**src/rtl/seg_scan_2dig.sv**
```systemverilog
// Two-digit seven-segment scan multiplexer with dead-time blanking and frame-boundary commit.
// Optional leading-zero blanking of the tens digit: define SEG_SCAN_LZB_EN.
module seg_scan_2dig #(
    parameter int PRESCALE = 50000,
    parameter int BLANK    = 1000
) (
    input  logic       clk,
    input  logic       resetn,
    input  logic       load,
    input  logic [6:0] d1_in,
    input  logic [6:0] d0_in,
    output logic [6:0] seg_out,
    output logic [1:0] an,
    output logic       upd_ack,
    output logic       frame_tick
);

    // state  | meaning
    // D0_ON  | units digit lit, an=01
    // BLANK0 | dead time after units, an=00
    // D1_ON  | tens digit lit, an=10
    // BLANK1 | dead time after tens, an=00; frame ends here
    typedef enum logic [1:0] {D0_ON, BLANK0, D1_ON, BLANK1} state_t;

    localparam int DWELL_MAX = (PRESCALE > BLANK) ? PRESCALE : BLANK;
    localparam int CW        = $clog2(DWELL_MAX + 1);
    localparam int BLANK_M1  = (BLANK > 0) ? BLANK - 1 : 0;
    localparam logic [CW-1:0] ON_LAST    = CW'(PRESCALE - 1);
    localparam logic [CW-1:0] BLANK_LAST = CW'(BLANK_M1);

    state_t        state, state_nxt;
    logic [CW-1:0] cnt, cnt_nxt;
    logic          boundary;
    logic [6:0]    sh_d1, sh_d0;
    logic          pending;
    logic [6:0]    act_d1, act_d0, act_d1_nxt, act_d0_nxt;
    logic [6:0]    seg_nxt;
    logic [1:0]    an_nxt;

    always_comb begin
        state_nxt  = state;
        cnt_nxt    = cnt + CW'(1);
        boundary   = 1'b0;
        act_d1_nxt = act_d1;
        act_d0_nxt = act_d0;
        seg_nxt    = 7'd0;
        an_nxt     = 2'b00;

        case (state)
            D0_ON:  if (cnt == ON_LAST) state_nxt = (BLANK > 0) ? BLANK0 : D1_ON;
            BLANK0: if (cnt == BLANK_LAST) state_nxt = D1_ON;
            D1_ON: begin
                if (cnt == ON_LAST) begin
                    if (BLANK > 0) begin
                        state_nxt = BLANK1;
                    end else begin
                        state_nxt = D0_ON;
                        boundary  = 1'b1;
                    end
                end
            end
            BLANK1: begin
                if (cnt == BLANK_LAST) begin
                    state_nxt = D0_ON;
                    boundary  = 1'b1;
                end
            end
            default: state_nxt = D0_ON;
        endcase

        if (state_nxt != state) cnt_nxt = '0;

        // A load in the boundary cycle itself bypasses the shadow.
        if (boundary) begin
            if (load) begin
                act_d1_nxt = d1_in;
                act_d0_nxt = d0_in;
            end else if (pending) begin
                act_d1_nxt = sh_d1;
                act_d0_nxt = sh_d0;
            end
        end

        // Outputs are registered, so decode from the next state and next active data.
        case (state_nxt)
            D0_ON: begin
                an_nxt  = 2'b01;
                seg_nxt = act_d0_nxt;
            end
            D1_ON: begin
`ifdef SEG_SCAN_LZB_EN
                if (act_d1_nxt != 7'b0111111) begin
                    an_nxt  = 2'b10;
                    seg_nxt = act_d1_nxt;
                end
`else
                an_nxt  = 2'b10;
                seg_nxt = act_d1_nxt;
`endif
            end
            default: begin
                an_nxt  = 2'b00;
                seg_nxt = 7'd0;
            end
        endcase
    end

    always_ff @(posedge clk) begin
        if (!resetn) begin
            state      <= D0_ON;
            cnt        <= '0;
            sh_d1      <= 7'd0;
            sh_d0      <= 7'd0;
            pending    <= 1'b0;
            act_d1     <= 7'd0;
            act_d0     <= 7'd0;
            seg_out    <= 7'd0;
            an         <= 2'b01;
            upd_ack    <= 1'b0;
            frame_tick <= 1'b0;
        end else begin
            state      <= state_nxt;
            cnt        <= cnt_nxt;
            act_d1     <= act_d1_nxt;
            act_d0     <= act_d0_nxt;
            seg_out    <= seg_nxt;
            an         <= an_nxt;
            frame_tick <= boundary;
            upd_ack    <= boundary && (load || pending);
            if (load) begin
                sh_d1 <= d1_in;
                sh_d0 <= d0_in;
            end
            if (boundary) pending <= 1'b0;
            else if (load) pending <= 1'b1;
        end
    end

endmodule
```
**config.mk**
```make
export PLATFORM = sky130hd
export DESIGN_NAME = seg_scan_2dig
export DESIGN_NICKNAME = d
export VERILOG_FILES = /design/src/rtl/seg_scan_2dig.sv
export SDC_FILE = /design/constraint.sdc
export NUM_CORES = 1
export LEC_CHECK = 0
export BUFFER_PORTS_ARGS = -buffer_cell sky130_fd_sc_hd__clkbuf_2
export CAP_MARGIN = 10
export CORE_MARGIN = 3
export CORE_UTILIZATION = 60
export DETAILED_ROUTE_END_ITERATION = 16
export HOLD_SLACK_MARGIN = 0.05
export PLACE_DENSITY = 0.88
export SLEW_MARGIN = 20
export SYNTH_ARGS = -nofsm -noshare
export SYNTH_HDL_FRONTEND = slang
export SYNTH_SLANG_ARGS = --single-unit
```
**constraint.sdc**
```tcl
create_clock -name clk -period 6.2 [get_ports clk]
set_clock_uncertainty 0.05 [all_clocks]
set_input_delay 0.31 -clock clk [delete_from_list [all_inputs] [get_ports clk]]
set_output_delay 0.31 -clock clk [all_outputs]
set_load 0.005 [all_outputs]
```
==> flow_summary_export.csv <==
group,metric,value,unit
yosys,ys_ff_latch,58,
yosys,async_flop_share,0,%
clocking,cts_buffer_depth,2,
worst_setup_path,reg2reg_depth,6,
drt,drt_iter0_drc,164,
yosys,synth_cells,254,
drt,num_vias,1923,
worst_setup_path,end_kind,"register",
pwr,p_leak,1.067,nW
hold_path,min_to,"sh_d1[3]",
yosys,synth_area,0.002394,sq mm
place,dp_slack,3.620,ns
yosys,netlist_top_cells_area,"dfxtp_1, mux2i_1, nor2_1, a22oi_1, a22o_1",
timing,setup_tns,0,ns
yosys,synth_edf_count,0,
global_routing,grt_pass1_wl,8411,um
timing,slew_headroom,42.52,%
worst_setup_path,setup.worst_path.class,"register to register",
finish,diodes,0,
clocking,cts.hold.buffers_added,0,
finish,drive_gt1_share,16.90,%
global_routing,grt_max_degree,31,
place,numPortBuffers,27,
worst_setup_path,cp_max_fo,12,
global_routing,grt_usage,21.80,%
yosys,synth_fp_nets,272,
timing,hold_viol,0,
global_routing,grt_pass1_vias,1816,
worst_setup_path,startpoint,"cnt[4]",
worst_setup_path,reg2reg_slack,3.62,ns
finish,fin_nets,297,
pwr,power.density,263.4,mW/mm^2
yosys,yosys_warnings,0,
global_routing,antenna_found_initial,0,
worst_setup_path,critical_path_arrival,2.80,ns
floorplanning,fp-row-count,22,
yosys,synth.largest_area_cell,"dfxtp_1",
place,dp_hpwl,3284,um
clocking,cts_root_buf,"clkbuf_8",
flow_run,drv_cap,0,
finish,instances_no_fill,332,
place,place_congestion,0.8756,
floorplanning,coreArea,0.003744,sq mm
yosys,avgSynthCellArea,9.423,sq um
yosys,ys_types,40,
worst_setup_path,r2r_start,"cnt[4]",
clocking,cts.repair.resized,0,
timing,fmax,387.7,MHz
worst_setup_path,r2r-end,"seg_out[0]",
timing,setup_ws,3.620,ns
global_routing,gr-total-overflow,0,
drt,dr.pass1.iters,4,
drt,routed_wl,4899,um
yosys,synth_flop_cell,"dfxtp_1",
clocking,clock_sinks,58,
place,dp.cells,316,
floorplanning,initial_core_util,63.94,%
clocking,cts-htree-levels,3,
yosys,synth_top_area_share,48.51,%
timing,min_period,2.580,ns
pwr,ir_worst_vdd,234.0,uV
timing,rsz0062_at_grt,"no",
clocking,clk_pin_slew,0.06,ns
clocking,cts_inserted_buffers,9,
drt,route.detailed.drc,0,
floorplanning,die_h,69.16,um
timing,tightestPinTransition,0.8612,ns
timing,drv_slew,0,
clocking,cts_tree,"built",
floorplanning,dieArea,0.004783,sq mm
clocking,clock_latency,0.33,ns
timing,hold_slack,0.1900,ns
clocking,post_cts_buffers,0,
floorplanning,die_w,69.16,um
drt,via_per_inst,5.792,
worst_setup_path,cp_data_required_time,6.42,ns
hold_path,worstHoldStart,"d1_in[3]",
drt,wl_per_cell,14.76,um
worst_setup_path,start_kind,"register",
drt,antenna_left,0,
timing,finalSetupViolations,0,
timing,layout_worst_path_cycle_share,41.61,%
floorplanning,io_pins,28,
yosys,ys_seq_area_share,48.51,%
run_status,status,"completed",
pwr,finalPower,709.2,uW
finish,area_delta_synth_final,12.49,%
hold_path,min_path_type,"primary input to register",
hold_path,hold_depth,3,
worst max path at each step:
| stage | to | slack [ns] | cells past startpoint |
|---|---|---|---|
| after floorplan | seg_out[0] | 3.89 | 7 |
| after global placement | seg_out[0] | 3.64 | 5 |
| after detailed placement | seg_out[0] | 3.62 | 5 |
| after CTS | seg_out[0] | 3.53 | 5 |
| after global routing | seg_out[0] | 3.48 | 6 |
| final | seg_out[0] | 3.62 | 6 |
layout by cell type, fill, tap and decap left out, types with 2 or more instances in the layout:
master,synthesis,layout
and3_1,2,2
nand3b_1,2,2
o21ai_0,4,4
nor4_2,0,2
a21oi_1,15,15
clkbuf_1,7,3
nor4_1,4,2
nand4b_1,2,2
clkinv_2,0,3
dfxtp_1,58,58
nand3_1,7,7
and2_1,3,3
nand2_1,14,14
inv_1,5,5
and4_1,2,2
nor2_1,37,37
a22o_1,10,10
or3_1,4,4
xnor2_1,6,6
mux2i_1,15,15
nor3_1,12,12
clkbuf_2,0,27
or4_1,2,2
nand2b_1,4,4
xor2_1,7,7
a22oi_1,12,12
clkbuf_8,0,10
area by class of cell:
| type | instances | area [sq um] |
|---|---|---|
| sequential | 58 | 1161 |
| tap | 48 | 60.06 |
| clock inverter | 3 | 15.01 |
| fill | 301 | 1051 |
| clock buffer | 13 | 148.9 |
| inverter | 5 | 18.77 |
| timing repair buffer | 27 | 135.1 |
| multi-input combinational | 178 | 1154 |
registers in the layout, summed over array words and instances (netlist names):
signal,flops
frame_tick,1
sh_d0,7
act_d1,7
cnt,16
upd_ack,1
seg_out,7
state,2
an,2
pending,1
act_d0,7
sh_d1,7
through the flow:
stage	area, sq um	util (%)
after floorplan	2394	-
after global placement	2516	67.21
after detailed placement	2516	67.21
after CTS	2680	71.59
after global routing	2693	71.93
final	2693	71.93
cell families after synthesis:
group	share of synthesized area, %
AO/OA/AOI/OAI	13.59
XOR/XNOR	4.757
buffers and inverters	3.816
adder cells (fa/ha/maj)	0.5227
flip-flops	48.51
AND/OR/NAND/NOR	21.43
multiplexers	7.370
layer usage:
layer | global-route usage (%) | vias to the layer above | wire length, um
met2 | 34.43 | 50 | 2403
met4 | 6.291 | 0 | 29
met3 | 8.601 | 4 | 267
met1 | 27.52 | 910 | 2198
li1 | - | 959 | -
met5 | 0 | - | 0
synthesized netlist by cell type (3+ instances only):
| library cell | number |
|---|---|
| clkbuf_1 | 7 |
| nand3_1 | 7 |
| a22o_1 | 10 |
| nor4_1 | 4 |
| nor3_1 | 12 |
| or3_1 | 4 |
| o21ai_0 | 4 |
| buf_6 | 3 |
| nor2_1 | 37 |
| mux2i_1 | 15 |
| inv_1 | 5 |
| a21oi_1 | 15 |
| xor2_1 | 7 |
| dfxtp_1 | 58 |
| a22oi_1 | 12 |
| and2_1 | 3 |
| nand2_1 | 14 |
| xnor2_1 | 6 |
| nand2b_1 | 4 |
power by group:
group / switching, mW / internal [mW]
registers: 0.00496 / 0.380
clock network: 0.134 / 0.154
logic: 0.0216 / 0.0148
total: 0.160 / 0.549
critical path, cell delays in order (launching register included):
cell,delay [ns]
dfxtp_1,0.34
or4_1,0.53
or2_1,0.38
nor3_2,0.71
a22o_1,0.29
a22oi_1,0.08
nand2_1,0.13
No activity file was read; power rests on OpenSTA's default activity.
